<file path="src/rtl/req_gnt_arbiter.sv">
// Round-robin request/grant arbiter with bounded tenure. A grant is held until the
// owner drops req or pulses done, or is forcibly released after MAX_HOLD cycles.
module req_gnt_arbiter #(
  parameter int N        = 4,
  parameter int MAX_HOLD = 8,
  localparam int OW      = (N > 1) ? $clog2(N) : 1,
  localparam int CW      = (MAX_HOLD > 1) ? $clog2(MAX_HOLD) : 1
) (
  input  logic          clk,
  input  logic          rstn,
  input  logic [N-1:0]  req,
  input  logic [N-1:0]  done,
  output logic [N-1:0]  gnt,
  output logic          busy,
  output logic [OW-1:0] owner,
  output logic          timeout,
  output logic          state_o
);

  // Handshake: req is level-sensitive; gnt asserts one cycle after req is seen and
  // stays until the owner drops req, pulses done, or the hold limit is reached.
  typedef enum logic {S_IDLE = 1'b0, S_GRANT = 1'b1} state_t;

  localparam logic [CW-1:0] CNT_MAX = CW'(MAX_HOLD - 1);
  localparam logic [N-1:0]  ONE_N   = {{(N-1){1'b0}}, 1'b1};

  state_t        state_q, state_d;
  logic [N-1:0]  gnt_q, gnt_d;
  logic          busy_q, busy_d;
  logic [OW-1:0] owner_q, owner_d;
  logic          timeout_q, timeout_d;
  logic [CW-1:0] cnt_q, cnt_d;
  logic [OW-1:0] pick;

  // Search starts just after the last owner so the last owner has lowest priority.
  function automatic logic [OW-1:0] rr_pick(input logic [N-1:0] r, input logic [OW-1:0] last);
    logic [OW-1:0] sel;
    logic          found;
    int            idx;
    sel   = last;
    found = 1'b0;
    for (int k = 1; k <= N; k++) begin
      idx = (int'(last) + k) % N;
      if (!found && r[idx]) begin
        sel   = OW'(idx);
        found = 1'b1;
      end
    end
    return sel;
  endfunction

  always_comb begin
    state_d   = state_q;
    gnt_d     = gnt_q;
    owner_d   = owner_q;
    cnt_d     = cnt_q;
    timeout_d = 1'b0;
    pick      = rr_pick(req, owner_q);
    case (state_q)
      S_IDLE: begin
        if (|req) begin
          state_d = S_GRANT;
          gnt_d   = ONE_N << pick;
          owner_d = pick;
          cnt_d   = '0;
        end else begin
          gnt_d = '0;
        end
      end
      S_GRANT: begin
        if (!req[owner_q] || done[owner_q]) begin
          state_d = S_IDLE;
          gnt_d   = '0;
          cnt_d   = '0;
        end else if (cnt_q == CNT_MAX) begin
          state_d   = S_IDLE;
          gnt_d     = '0;
          cnt_d     = '0;
          timeout_d = 1'b1;
        end else begin
          cnt_d = cnt_q + 1'b1;
        end
      end
      default: begin
        state_d = S_IDLE;
        gnt_d   = '0;
        cnt_d   = '0;
      end
    endcase
    busy_d = |gnt_d;
  end

  always_ff @(posedge clk or negedge rstn) begin
    if (!rstn) begin
      state_q   <= S_IDLE;
      gnt_q     <= '0;
      busy_q    <= 1'b0;
      owner_q   <= OW'(N - 1);
      timeout_q <= 1'b0;
      cnt_q     <= '0;
    end else begin
      state_q   <= state_d;
      gnt_q     <= gnt_d;
      busy_q    <= busy_d;
      owner_q   <= owner_d;
      timeout_q <= timeout_d;
      cnt_q     <= cnt_d;
    end
  end

  assign gnt     = gnt_q;
  assign busy    = busy_q;
  assign owner   = owner_q;
  assign timeout = timeout_q;
  assign state_o = state_q;

endmodule

</file>
<file path="config.mk">
export PLATFORM = sky130hd
export DESIGN_NAME = req_gnt_arbiter
export DESIGN_NICKNAME = d
export VERILOG_FILES = /design/src/rtl/req_gnt_arbiter.sv
export SDC_FILE = /design/constraint.sdc
export NUM_CORES = 1
export LEC_CHECK = 0
export ABC_AREA = 0
export CELL_PAD_IN_SITES_DETAIL_PLACEMENT = 1
export CELL_PAD_IN_SITES_GLOBAL_PLACEMENT = 1
export CORE_MARGIN = 2
export CORE_UTILIZATION = 38
export CTS_CLUSTER_SIZE = 25
export DETAILED_ROUTE_END_ITERATION = 6
export PLACE_DENSITY_LB_ADDON = 0.1
export SLEW_MARGIN = 20
export SYNTH_ARGS = -nofsm -noshare
export SYNTH_HDL_FRONTEND = slang
export SYNTH_SLANG_ARGS = --single-unit
</file>
<file path="constraint.sdc">
create_clock -name clk -period 3.6 [get_ports clk]
set_input_delay 0.72 -clock clk [delete_from_list [all_inputs] [get_ports clk]]
set_output_delay 0.72 -clock clk [all_outputs]
set_load 0.1 [all_outputs]
</file>
==> results_dict.tcl <==
set metrics [dict create \
    drt-total-wl_mm 1.43 \
    yosysSeqAreaShare_pct 44.3 \
    dp_hpwl_mm 1.11 \
    ys.warnings.count 0 \
    worst-path-stages 1 \
    setup_violations 0 \
    placementRows 15 \
    hp-class "flop to flop" \
    async_reset_ff_share_pct 100 \
    synth_top_family_by_area "compound AO/OA/AOI/OAI gates" \
    wl_per_cell_um 13.7 \
    drive_above_1_share_pct 25.3 \
    ys_top_cells_by_area "dfrtp_1 (37%), dfstp_2 (7.7%), a32o_2 (6.6%), ha_1 (3.7%), mux2_2 (3.3%)" \
    n_antenna_cell 0 \
    wl_met2_um 668 \
    clk_latency_ns 0.27 \
    crit_path_max_incr_delay_ns 1.15 \
    grt.total_usage_pct 15.4 \
    root_buffer "clkbuf_4" \
    antenna_found_initial 0 \
    synth.most_common_cell "dfrtp_1" \
    synth_cell_type_count 34 \
    top_layer_used "met4" \
    hold_viol_final 0 \
    ant_nets 0 \
    die_x_um 46.4 \
    ys_top_cells_by_count "dfrtp_1 (10), a32o_2 (4), a21oi_1 (3), nor2_1 (3)" \
    period_needed_ns 2.52 \
    max_freq_ghz 0.397 \
    synth_nets 71 \
    drt-met1-wl_um 679 \
    dieArea_um2 2150 \
    start_kind "flop" \
    r2r_cells 4 \
    synth_mux_area_share_pct 6.41 \
    netlist_instances 59 \
    synth_area_um2 683 \
    worst_slew_pin_slew_ns 0.971 \
    cts-htree-levels 1 \
    clock_path_buffers 2 \
    cap_violations 0 \
    path_clk_slew_ns 0.07 \
    yosysTopAreaCellShare_pct 36.6 \
    die_h_um 46.4 \
    max_slew_margin_pct 35.1 \
    cts_tree "built" \
    endpoint_kind "output port" \
    wl_met3_um 62 \
    viasPerCell 5.28 \
    port_buffers 18 \
    ys_dominant_reg_cell "dfrtp_1" \
    crit_fanout 4 \
    area_growth_syn_to_layout_pct 31.7 \
    drt_iter0_drc 2 \
    vias 549 \
    status "completed" \
    synth_compound_area_share_pct 23.3 \
    regArea_um2 303 \
    grt_max_degree 14 \
    synth_edf_count 0 \
    layout.nets 92 \
    clock_skew_ns 0.00365 \
    drc 0 \
    arrival_ns 1.80 \
    timing.final.crit_share_pct 70.0 \
    ctsResizeCount 0 \
    cp_cell_sequence "clkdlybuf4s50_1" \
    cts_setup_buffers 0 \
    start_util_pct 40.0 \
    fin_tns_setup_ns 0 \
    synth-adder-area-share_pct 3.66 \
    yosys.area.top_type "dfrtp_1" \
    place_congestion 0.735 \
    crit_type "flop to output port" \
    min_path_cells 1 \
    rsz0062_at_grt "false" \
    slowest_stage "clkdlybuf4s50_1" \
    grt_pass1_wl_mm 2.28 \
    path_delay_family "buffers and inverters" \
    critical_path_required_ns 2.88 \
    synthXorXnorAreaFrac_pct 0 \
    crit_buf_inv 1 \
    cts_sinks 12 \
    cts_hold_buf 0 \
    io_pins 19 \
    fillCellCount 183 \
    grt_pass1_vias 534 \
    ys_ff_latch 12 \
    drt_pass1_iterations 4 \
    core_area_um2 1710 \
    syn_area_per_cell_um2 11.6 \
    slew_violations 0 \
    gr-total-overflow 0 \
    cts_buffers 3 \
    synthSimpleGateAreaFrac_pct 19.4 \
    multi_input_area_um2 360 \
]
## routing by layer
layer	vias to the layer above	global-route usage, %
met5	-	0
met4	0	10.3
met3	2	2.35
met2	12	22.8
met1	271	20.6
li1	264	-
## worst paths after layout
kind,slack (ns),from,endpoint
worst max-delay path,1.08,state_o,state_o
worst min-delay path,0.51,cnt_q[1],cnt_q[1]
worst max register to register,1.82,owner[1],cnt_q[0]
worst min register to register,0.51,cnt_q[1],cnt_q[1]
max in group asynchronous,2.46,rstn,owner[1]
min in group asynchronous,0.79,rstn,gnt[3]
## final cells by class
type / instances / area share [%]
repair buffers: 18 / 19.5
multi-input cells: 44 / 40.1
inverters: 1 / 0.417
well taps: 25 / 3.48
flip-flops and latches: 12 / 33.7
clock buffers: 4 / 2.92
## cells in the final DEF (no fill, tap or decap), types with 2 or more instances in the layout
| cell | count |
|---|---|
| clkdlybuf4s50_1 | 16 |
| dfrtp_1 | 10 |
| a22o_1 | 2 |
| ha_1 | 2 |
| a21oi_1 | 3 |
| nand2_1 | 2 |
| nor2_1 | 3 |
| buf_4 | 2 |
| o21ai_0 | 2 |
| clkbuf_4 | 3 |
| o21ai_1 | 2 |
| nand2b_2 | 2 |
| nand2b_1 | 2 |
| a32o_2 | 4 |
| mux2_2 | 2 |
| dfstp_2 | 2 |
## cells by family (layout without fill, tap and decap cells)
logic type | Yosys count | in the layout
AO/OA/AOI/OAI | 19 | 19
AND/OR/NAND/NOR | 19 | 19
flip-flops | 12 | 12
multiplexers | 4 | 4
buffers and inverters | 3 | 23
adder cells (fa/ha/maj) | 2 | 2
## through the flow
step / setup WS, ns / util [%] / instance area [um^2] / hold WS, ns / std cells
floorplan: 1.64 / - / 683 / 0.424 / 59
global placement: 1.28 / 51.1 / 873 / 0.489 / 100
detailed placement: 1.26 / 51.1 / 873 / 0.501 / 100
CTS: 1.04 / 52.7 / 900 / 0.519 / 104
global route: 1.02 / 52.7 / 900 / 0.540 / 104
finish: 1.08 / 52.7 / 900 / 0.512 / 104
## registers in the layout (all words and copies together) (netlist names)
| signal | cells |
|---|---|
| state_o | 1 |
| gnt | 4 |
| owner | 2 |
| busy | 1 |
| cnt_q | 3 |
| timeout | 1 |
Power is not shown: default switching activity piles up to over one toggle a cycle in this logic, so the estimate is an artifact.
